### src/rtl/instruction_loader_pkg.sv
// Shared constants and FSM encoding for the program loader feeding the IF stage.
// Bytes arrive MSB-first; the all-ones word marks the end of the program.
package instruction_loader_pkg;

    localparam int ARQUITECTURE_BITS = 32;
    localparam int BYTE_SIZE         = 8;
    localparam int MEM_SIZE_IN_WORDS = 20;

    localparam logic [ARQUITECTURE_BITS-1:0] HALT_INSTRUCTION = 32'hFFFF_FFFF;

    typedef enum logic [2:0] {
        ST_IDLE  = 3'd0,
        ST_RECV  = 3'd1,
        ST_WRITE = 3'd2,
        ST_DONE  = 3'd3,
        ST_ERROR = 3'd4
    } loader_state_t;

    function automatic logic is_busy_state(input loader_state_t st);
        return (st == ST_RECV) || (st == ST_WRITE);
    endfunction

endpackage

### src/rtl/instruction_loader_word_assembler.sv
// MSB-first byte shift register; o_word/o_complete are the word as it would look
// with the current byte included, so the parent can register it on the 4th byte.
module word_assembler #(
    parameter int BYTE_SIZE = instruction_loader_pkg::BYTE_SIZE,
    parameter int WORD_SIZE = instruction_loader_pkg::ARQUITECTURE_BITS
) (
    input  logic                 i_clk,
    input  logic                 i_reset,
    input  logic                 i_clear,
    input  logic                 i_shift,
    input  logic [BYTE_SIZE-1:0] i_byte,
    output logic [WORD_SIZE-1:0] o_word,
    output logic                 o_complete
);
    import instruction_loader_pkg::*;

    logic [WORD_SIZE-1:0] r_word;
    logic [1:0]           r_index;

    // Clear wins over shift: a restart discards whatever byte arrives with it.
    always_ff @(posedge i_clk) begin
        if (i_reset || i_clear) begin
            r_word  <= '0;
            r_index <= 2'd0;
        end else if (i_shift) begin
            r_word  <= {r_word[WORD_SIZE-BYTE_SIZE-1:0], i_byte};
            r_index <= r_index + 2'd1;
        end
    end

    assign o_word     = {r_word[WORD_SIZE-BYTE_SIZE-1:0], i_byte};
    assign o_complete = i_shift && !i_clear && (r_index == 2'd3);

endmodule

### src/rtl/instruction_loader.sv
// Assembles UART bytes into 32-bit words and writes them into IF memory, one
// o_write_mem pulse in the cycle after the 4th byte; stops on the halt word or memory full.
module instruction_loader #(
    parameter int                              INSTRUCTION_SIZE  = instruction_loader_pkg::ARQUITECTURE_BITS,
    parameter int                              BYTE_SIZE         = instruction_loader_pkg::BYTE_SIZE,
    parameter int                              MEM_SIZE_IN_WORDS = instruction_loader_pkg::MEM_SIZE_IN_WORDS,
    parameter logic [INSTRUCTION_SIZE-1:0]     HALT_INSTRUCTION  = instruction_loader_pkg::HALT_INSTRUCTION
) (
    input  logic                                   i_clk,
    input  logic                                   i_reset,
    input  logic                                   i_load_start,
    input  logic [BYTE_SIZE-1:0]                   i_rx_data,
    input  logic                                   i_rx_valid,
    input  logic                                   i_full_mem,
    output logic [INSTRUCTION_SIZE-1:0]            o_instruction,
    output logic                                   o_write_mem,
    output logic                                   o_busy,
    output logic                                   o_load_done,
    output logic                                   o_error,
    output logic [$clog2(MEM_SIZE_IN_WORDS):0]     o_word_count
);
    import instruction_loader_pkg::*;

    localparam int CNT_W = $clog2(MEM_SIZE_IN_WORDS) + 1;
    localparam logic [CNT_W-1:0] CNT_MAX = CNT_W'(MEM_SIZE_IN_WORDS);

    loader_state_t                r_state;
    logic [INSTRUCTION_SIZE-1:0]  r_instruction;
    logic                         r_busy;
    logic                         r_load_done;
    logic                         r_error;
    logic [CNT_W-1:0]             r_word_count;

    logic                         w_in_write;
    logic                         w_is_halt;
    logic                         w_write;
    logic                         w_shift;
    logic                         w_complete;
    logic [INSTRUCTION_SIZE-1:0]  w_word;

    assign w_in_write = (r_state == ST_WRITE);
    assign w_is_halt  = (r_instruction == HALT_INSTRUCTION);

    // The strobe is decided inside the WRITE cycle so that reset, restart and
    // a late full indication can all still cancel it before IF samples it.
    assign w_write = w_in_write && !i_full_mem && !i_load_start && !i_reset;

    // A byte during WRITE starts the next word only if loading continues.
    assign w_shift = i_rx_valid && !i_load_start &&
                     ((r_state == ST_RECV) || (w_write && !w_is_halt));

    word_assembler #(
        .BYTE_SIZE (BYTE_SIZE),
        .WORD_SIZE (INSTRUCTION_SIZE)
    ) u_word_assembler (
        .i_clk      (i_clk),
        .i_reset    (i_reset),
        .i_clear    (i_load_start),
        .i_shift    (w_shift),
        .i_byte     (i_rx_data),
        .o_word     (w_word),
        .o_complete (w_complete)
    );

    always_ff @(posedge i_clk) begin
        if (i_reset) begin
            r_state       <= ST_IDLE;
            r_instruction <= '0;
            r_busy        <= 1'b0;
            r_load_done   <= 1'b0;
            r_error       <= 1'b0;
            r_word_count  <= '0;
        end else if (i_load_start) begin
            r_state      <= ST_RECV;
            r_busy       <= 1'b1;
            r_load_done  <= 1'b0;
            r_error      <= 1'b0;
            r_word_count <= '0;
        end else begin
            case (r_state)
                ST_RECV: begin
                    if (w_complete) begin
                        r_state       <= ST_WRITE;
                        r_instruction <= w_word;
                    end
                end
                ST_WRITE: begin
                    if (i_full_mem) begin
                        r_state <= ST_ERROR;
                        r_busy  <= 1'b0;
                        r_error <= 1'b1;
                    end else begin
                        if (r_word_count < CNT_MAX) begin
                            r_word_count <= r_word_count + 1'b1;
                        end
                        if (w_is_halt) begin
                            r_state     <= ST_DONE;
                            r_busy      <= 1'b0;
                            r_load_done <= 1'b1;
                        end else begin
                            r_state <= ST_RECV;
                            r_busy  <= is_busy_state(ST_RECV);
                        end
                    end
                end
                default: begin
                end
            endcase
        end
    end

    assign o_instruction = r_instruction;
    assign o_write_mem   = w_write;
    assign o_busy        = r_busy;
    assign o_load_done   = r_load_done;
    assign o_error       = r_error;
    assign o_word_count  = r_word_count;

endmodule

### config.mk
export PLATFORM = sky130hd
export DESIGN_NAME = instruction_loader
export DESIGN_NICKNAME = d
export VERILOG_FILES = /design/src/rtl/instruction_loader_pkg.sv /design/src/rtl/instruction_loader_word_assembler.sv /design/src/rtl/instruction_loader.sv
export SDC_FILE = /design/constraint.sdc
export NUM_CORES = 1
export LEC_CHECK = 0
export BUFFER_PORTS_ARGS = -buffer_cell sky130_fd_sc_hd__buf_4
export CAP_MARGIN = 20
export CORE_UTILIZATION = 45
export CTS_BUF_LIST = sky130_fd_sc_hd__clkbuf_8
export DETAILED_ROUTE_END_ITERATION = 10
export PLACE_DENSITY = 0.68
export SETUP_SLACK_MARGIN = 0.5
export SYNTH_ARGS = -nofsm -noshare
export SYNTH_HDL_FRONTEND = slang
export SYNTH_SLANG_ARGS = --single-unit
### constraint.sdc
create_clock -name i_clk -period 3.37 [get_ports i_clk]
set_input_delay 0.337 -clock i_clk [delete_from_list [all_inputs] [get_ports i_clk]]
set_output_delay 0.337 -clock i_clk [all_outputs]
set_load 0.01 [all_outputs]
# Word level (Yosys, flattened, before mapping)
# Index checks and enable logic that the tools add are counted.
[classes] n_eq_ne=6 bitwise=2 muxes=9 add_sub_neg=2 order_cmp=1 reduce_logical=24
[ops] op="equality test 32 bit, second input constant" count=1
[ops] op="AND reduction 3 bit" count=3
[ops] op="logical AND 1 bit" count=8
[ops] op="adder 6 x 1 -> 6 bit, second input constant" count=1
[ops] op="< comparator 6 x 5 -> 1 bit, second input constant" count=1
[ops] op="two-way mux 3 bit" count=2
[ops] op="one-hot mux 3 bit (2 select lines)" count=1
[ops] op="AND reduction 2 bit" count=3
[ops] op="two-way mux 1 bit" count=5
[ops] op="zero test 1 bit" count=4
[ops] op="nonzero test 2 bit" count=2
[ops] op="equality test 3 x 1 -> 1 bit, second input constant" count=1
[ops] op="equality test 3 x 2 -> 1 bit, second input constant" count=1
[ops] op="inequality test 3 x 2 -> 1 bit, second input constant" count=1
[ops] op="nonzero test 3 bit" count=1
[ops] op="adder 2 x 1 -> 2 bit, second input constant" count=1
[ops] op="equality test 2 bit, second input constant" count=1
[ops] op="logical OR 1 bit" count=2
[ops] op="two-way mux 2 bit" count=1
[ops] op="inequality test 2 x 1 -> 1 bit, second input constant" count=1
[ops] op="NOT 1 bit" count=2
[ops] op="OR reduction 2 bit" count=1
[totals] regBits=70 word_cells=53

# Longest topological paths before layout
[depth] depth_word=12 mapped_depth=8 mapped_depth_nobuf=5

# Modules after synthesis
# From an unflattened synthesis, not the netlist that was laid out.
[hier_totals] hier_cells=309 area_unflattened_um2=2777.7
[modules_own_cells] mod="instruction_loader" instances=1 area_each_um2=1734.2 cells_per_inst=214 seq_area_each_um2=880.8
[modules_own_cells] mod="word_assembler" instances=1 area_each_um2=1043.5 cells_per_inst=95 seq_area_each_um2=520.5

# Worst setup path after synthesis
# No wires, ideal clock.
[synth_timing] kind="register to register" startpoint="reg r_state[0]" endpoint="reg u_word_assembler.r_word[10]" period_less_slack_ns=1.714 n_path_buf=2 path_stages_with_launch=7 path_slack_ns=1.656 t_arrival_ns=1.642 required_ns=3.298 cell_sequence="dfxtp_1 -> or4b_4 -> nor2_4 -> a31o_1 -> buf_6 -> buf_12 -> mux2i_1"
[synth_via] elab_chain_cells=7 word_cells_on_any_way=8 classes_between="2 x eq/ne; 6 x reduce/logical"
[synth_rtl] element="start, declared" line="instruction_loader.sv:27" source="loader_state_t r_state;"
[synth_rtl] element="start signal, assigned" line="instruction_loader.sv:67" source="r_state <= ST_IDLE;"
[synth_rtl] element="start signal, assigned" line="instruction_loader.sv:74" source="r_state <= ST_RECV;"
[synth_rtl] element="start signal, assigned" line="instruction_loader.sv:83" source="r_state <= ST_WRITE;"
[synth_rtl] element="equality test 3 x 2 -> 1 bit" line="instruction_loader.sv:41" source="assign w_in_write = (r_state == ST_WRITE);"
[synth_rtl] element="logical AND 1 bit (3 in series)" line="instruction_loader.sv:46" source="assign w_write = w_in_write && !i_full_mem && !i_load_start && !i_reset;"
[synth_rtl] element="net o_write_mem" line="instruction_loader.sv:16" source="output logic o_write_mem,"
[synth_rtl] element="logical AND 1 bit" line="instruction_loader.sv:50" source="((r_state == ST_RECV) || (w_write && !w_is_halt));"
[synth_rtl] element="logical OR 1 bit" line="instruction_loader.sv:50"
[synth_rtl] element="logical AND 1 bit" line="instruction_loader.sv:49" source="assign w_shift = i_rx_valid && !i_load_start &&"
[synth_rtl] element="end signal, assigned" line="instruction_loader_word_assembler.sv:26" source="r_word <= {r_word[WORD_SIZE-BYTE_SIZE-1:0], i_byte};"
[synth_rtl] element="end, declared" line="instruction_loader_word_assembler.sv:17" source="logic [WORD_SIZE-1:0] r_word;"
# The timed path passes the listed nets, and every way through them passes these cells.
# A chain may end at the register's enable or synchronous reset.

# Worst setup path after layout
[layout_timing] startpoint="reg r_state[0]" endpoint="reg r_instruction[11], in the netlist o_instruction[11]"
[layout_via] elab_chain_cells=10 word_cells_on_any_way=11 classes_between="2 x eq/ne; 9 x reduce/logical"
[layout_rtl] element="equality test 3 x 2 -> 1 bit" line="instruction_loader.sv:41"
[layout_rtl] element="logical AND 1 bit (3 in series)" line="instruction_loader.sv:46"
[layout_rtl] element="logical AND 1 bit" line="instruction_loader.sv:50"
[layout_rtl] element="logical OR 1 bit" line="instruction_loader.sv:50"
[layout_rtl] element="logical AND 1 bit" line="instruction_loader.sv:49"
[layout_rtl] element="logical AND 1 bit (2 in series)" line="instruction_loader_word_assembler.sv:32" source="assign o_complete = i_shift && !i_clear && (r_index == 2'd3);"
[layout_rtl] element="AND reduction 3 bit (no source line) *"
[layout_rtl] element="end signal, assigned" line="instruction_loader.sv:84" source="r_instruction <= w_word;"
[layout_rtl] element="end, declared" line="instruction_loader.sv:28" source="logic [INSTRUCTION_SIZE-1:0] r_instruction;"
# Every way passes the cells marked *; elsewhere a longest branch is shown, timed or not.

==> results.md <==
- Status: complete, no violations
- Power Density: 473 nW/µm²
- R2R setup slack: 1.34 ns
- Total GRT Usage: 0.196
- TritonCTS clock tree: built
- Synthesized flop and latch total: 70
- Antenna Violating Nets Remaining: 0
- Critical setup path kind: reg -> reg
- Finished Cell Area: 3300 µm²
- Dpl ws: 1.32 ns
- Avg Cell Area, Syn: 8.89 µm²
- Register area share after synthesis: 0.522
- Syn_nets: 317
- Reg area: 1400 µm²
- Sequential fraction of design power: 0.534
- Clock Path Buffers: 2
- Share of layout cells above drive strength 1: 0.221
- Combinational group share of total power: 0.033
- Min-delay src: i_rx_data[4]
- Post-Synthesis Cells: 302
- Final hold violations: 0
- Via/cell ratio: 5.08
- Post-synth top area share: 0.522
- Worst path bufs/invs: 2
- WHS Path Cells: 3
- Setup Fix Bufs, Post-CTS: 0
- Kind of end point of the critical path: flop
- Routed vias: 2186
- Placed cell areas: 3100 µm²
- Overflow after GRT: 0
- Drt first pass iters: 4
- Fmax: 492 MHz
- CTS Sinks: 70
- VDD IR-drop max: 317 µV
- CP Max Fanout: 18
- Reg2Reg Depth: 6
- Die W: 79.2 µm
- Setup TNS: 0 ns
- 1st-iter DRT viols: 127
- Post-cts hold buffer count: 0
- Starting Density: 0.476
- Unrepaired setup endpoints after global routing: false
- Crit path largest cell delay: 0.58 ns
- Post-Layout Cell Count: 430
- Clock power frac: 0.433
- Top Family by Delay on Critical Path: simple AND/OR/NAND/NOR gates
- Critical-path top delay cell: nand3_1
- Pint: 1.23 mW
- DR WL/cell: 13.4 µm
- Reg2reg start: r_state[0]
- Die Area: 6280 µm²
- Post-cts resize count: 0
- FP Rows: 27
- Switching part of the total power: 0.214
- # port buffers: 54
- Area growth syn-to-layout: 22.8%
- Ys Warns: 0
- Worst hold path endpoint: o_instruction[4]
- Fin Hold WS: 0.244 ns
- Crit share post-route: 0.603
- Drt total wl: 5.77 mm
- Placed cells: 414
- Fillers: 514
- Net switching power: 0.333 mW
- Fin util: 0.584
- ANT cells: 0
- Worst-path clk slew: 0.08 ns
- Top Ports: 55
- Die height: 79.2 µm
- Worst slew margin: 0.514
- Worst slew pin tran: 0.727 ns
- DRC viols: 0
- GPL Wtd Cong: 0.776
- First-pass GRT wire length: 9.31 mm
- Pin count of the biggest net entering global routing: 38
- Initial antenna violation count: 0
- Setup crit start kind: flop
- Critical Path AT: 2.24 ns
- Worst skew pair latency: 0.34 ns
- Max H-tree Level: 3
- Critical Path Stages: 6
- Distinct cells, synth: 32
- TritonCTS Buffers: 9
- Worst setup margin: 1.34 ns
- Max-cap violations: 0
- Core Footprint: 5640 µm²
- Clock skew: 0.0125 ns
- # setup viols final: 0
- CP Cell Sequence: inv_1 -> nor3_1 -> nand3_1 -> buf_4 -> nand2_1 -> a21oi_1
- Clk root buf: clkbuf_8
- Worst r2r dst: o_instruction[11]
- Synth area leaders: dfxtp_1, nand2_1, mux2i_1, a21oi_1, nand4_1
- LEAKAGE: 1.23 nW
- Total power: 1.56 mW
- Vias in the first global route: 1975
- Hold Path Class: in -> reg
- Min Tclk post-route: 2.03 ns
- Critical path data required time: 3.58 ns
- Max Slew Vio Count: 0
- Area leader, netlist: dfxtp_1
- Mapped Area: 2680 µm²
- Layout Nets: 368
- Multi-input logic area: 1160 µm²
- DP HPWL: 4.04 mm
[worst max-delay path by stage]
stage / start / endpoint / slack [ns]
after floorplan: r_state[0] / u_word_assembler.r_word[10] / 1.66
after global routing: r_state[0] / o_instruction[30] / 1.18
after detailed placement: r_state[0] / o_instruction[11] / 1.32
after global placement: r_state[0] / o_instruction[9] / 1.37
after CTS: r_state[0] / o_instruction[11] / 1.32
final: r_state[0] / o_instruction[11] / 1.34
[flip-flops by register name (all words and copies together), names as in the netlist]
name / cells
o_instruction: 32
u_word_assembler.r_word: 24
o_word_count: 6
r_state: 3
u_word_assembler.r_index: 2
o_busy: 1
o_error: 1
o_load_done: 1
[placed cells by master (no fill, tap or decap), drive strengths merged, types with 4 or more instances in the layout]
cell / instances
nand2: 102
dfxtp: 70
buf: 58
a21oi: 35
mux2i: 27
nor2: 13
clkbuf: 11
nand4: 9
inv: 4
[synth_stat cells]
cell type    n
a211oi_1     2
a21oi_1     35
a31o_1       1
a31oi_1      2
a41oi_1      1
and2_1       2
and2b_1      1
and3_1       1
buf_12       2
buf_2        4
buf_4        1
buf_6        1
clkbuf_1    10
dfxtp_1     70
ha_1         2
inv_1        2
mux2i_1     27
nand2_1    102
nand3_1      2
nand4_1      9
nor2_1      12
nor2_4       1
nor3_1       1
nor3_4       1
nor4_2       2
o21a_1       1
o21ai_0      1
or2_2        1
or3_1        1
or4b_4       1
xnor2_1      1
xor2_1       2
[worst min-delay path, cell delays in order]
cell	delay, ns
buf_4	0.11
nand2_1	0.05
a21oi_1	0.05
[cell families (layout without fill, tap and decap cells)]
family,Yosys count,after routing,synth area share
buf+inv,20,76,0.0462
xor+xnor,3,3,0.00979
flops,70,70,0.522
simple gates,137,137,0.225
mux,27,27,0.101
fa+ha+maj,2,2,0.00932
compound gates,43,43,0.0867
[cell type report]
class | instances | share of cell area
multi-input cells | 212 | 0.352
well taps | 72 | 0.0273
inverters | 2 | 0.00228
repair buffers | 58 | 0.132
clock buffers | 11 | 0.0459
flip-flops and latches | 70 | 0.425
clock inverters | 5 | 0.0152
[power by group through the flow]
stage / registers [mW] / logic, mW / clock network [mW]
2_1_floorplan: 0.851 / 0.0340 / 0
3_3_place_gp: 0.851 / 0.0508 / 0
3_5_place_dp: 0.851 / 0.0511 / 0
4_1_cts: 0.832 / 0.0514 / 0.691
5_1_grt: 0.832 / 0.0558 / 0.744
6_report: 0.832 / 0.0511 / 0.676
[metal layers]
metal / share of wire / GRT usage / up-vias / wire [µm]
met5: 0 / 0 / - / 0
met4: 0.019 / 0.0727 / 0 / 108
met3: 0.053 / 0.0816 / 7 / 304
met2: 0.46 / 0.305 / 55 / 2670
met1: 0.47 / 0.242 / 1009 / 2690
li1: - / - / 1115 / -
Power figures use the tool's default switching activity.
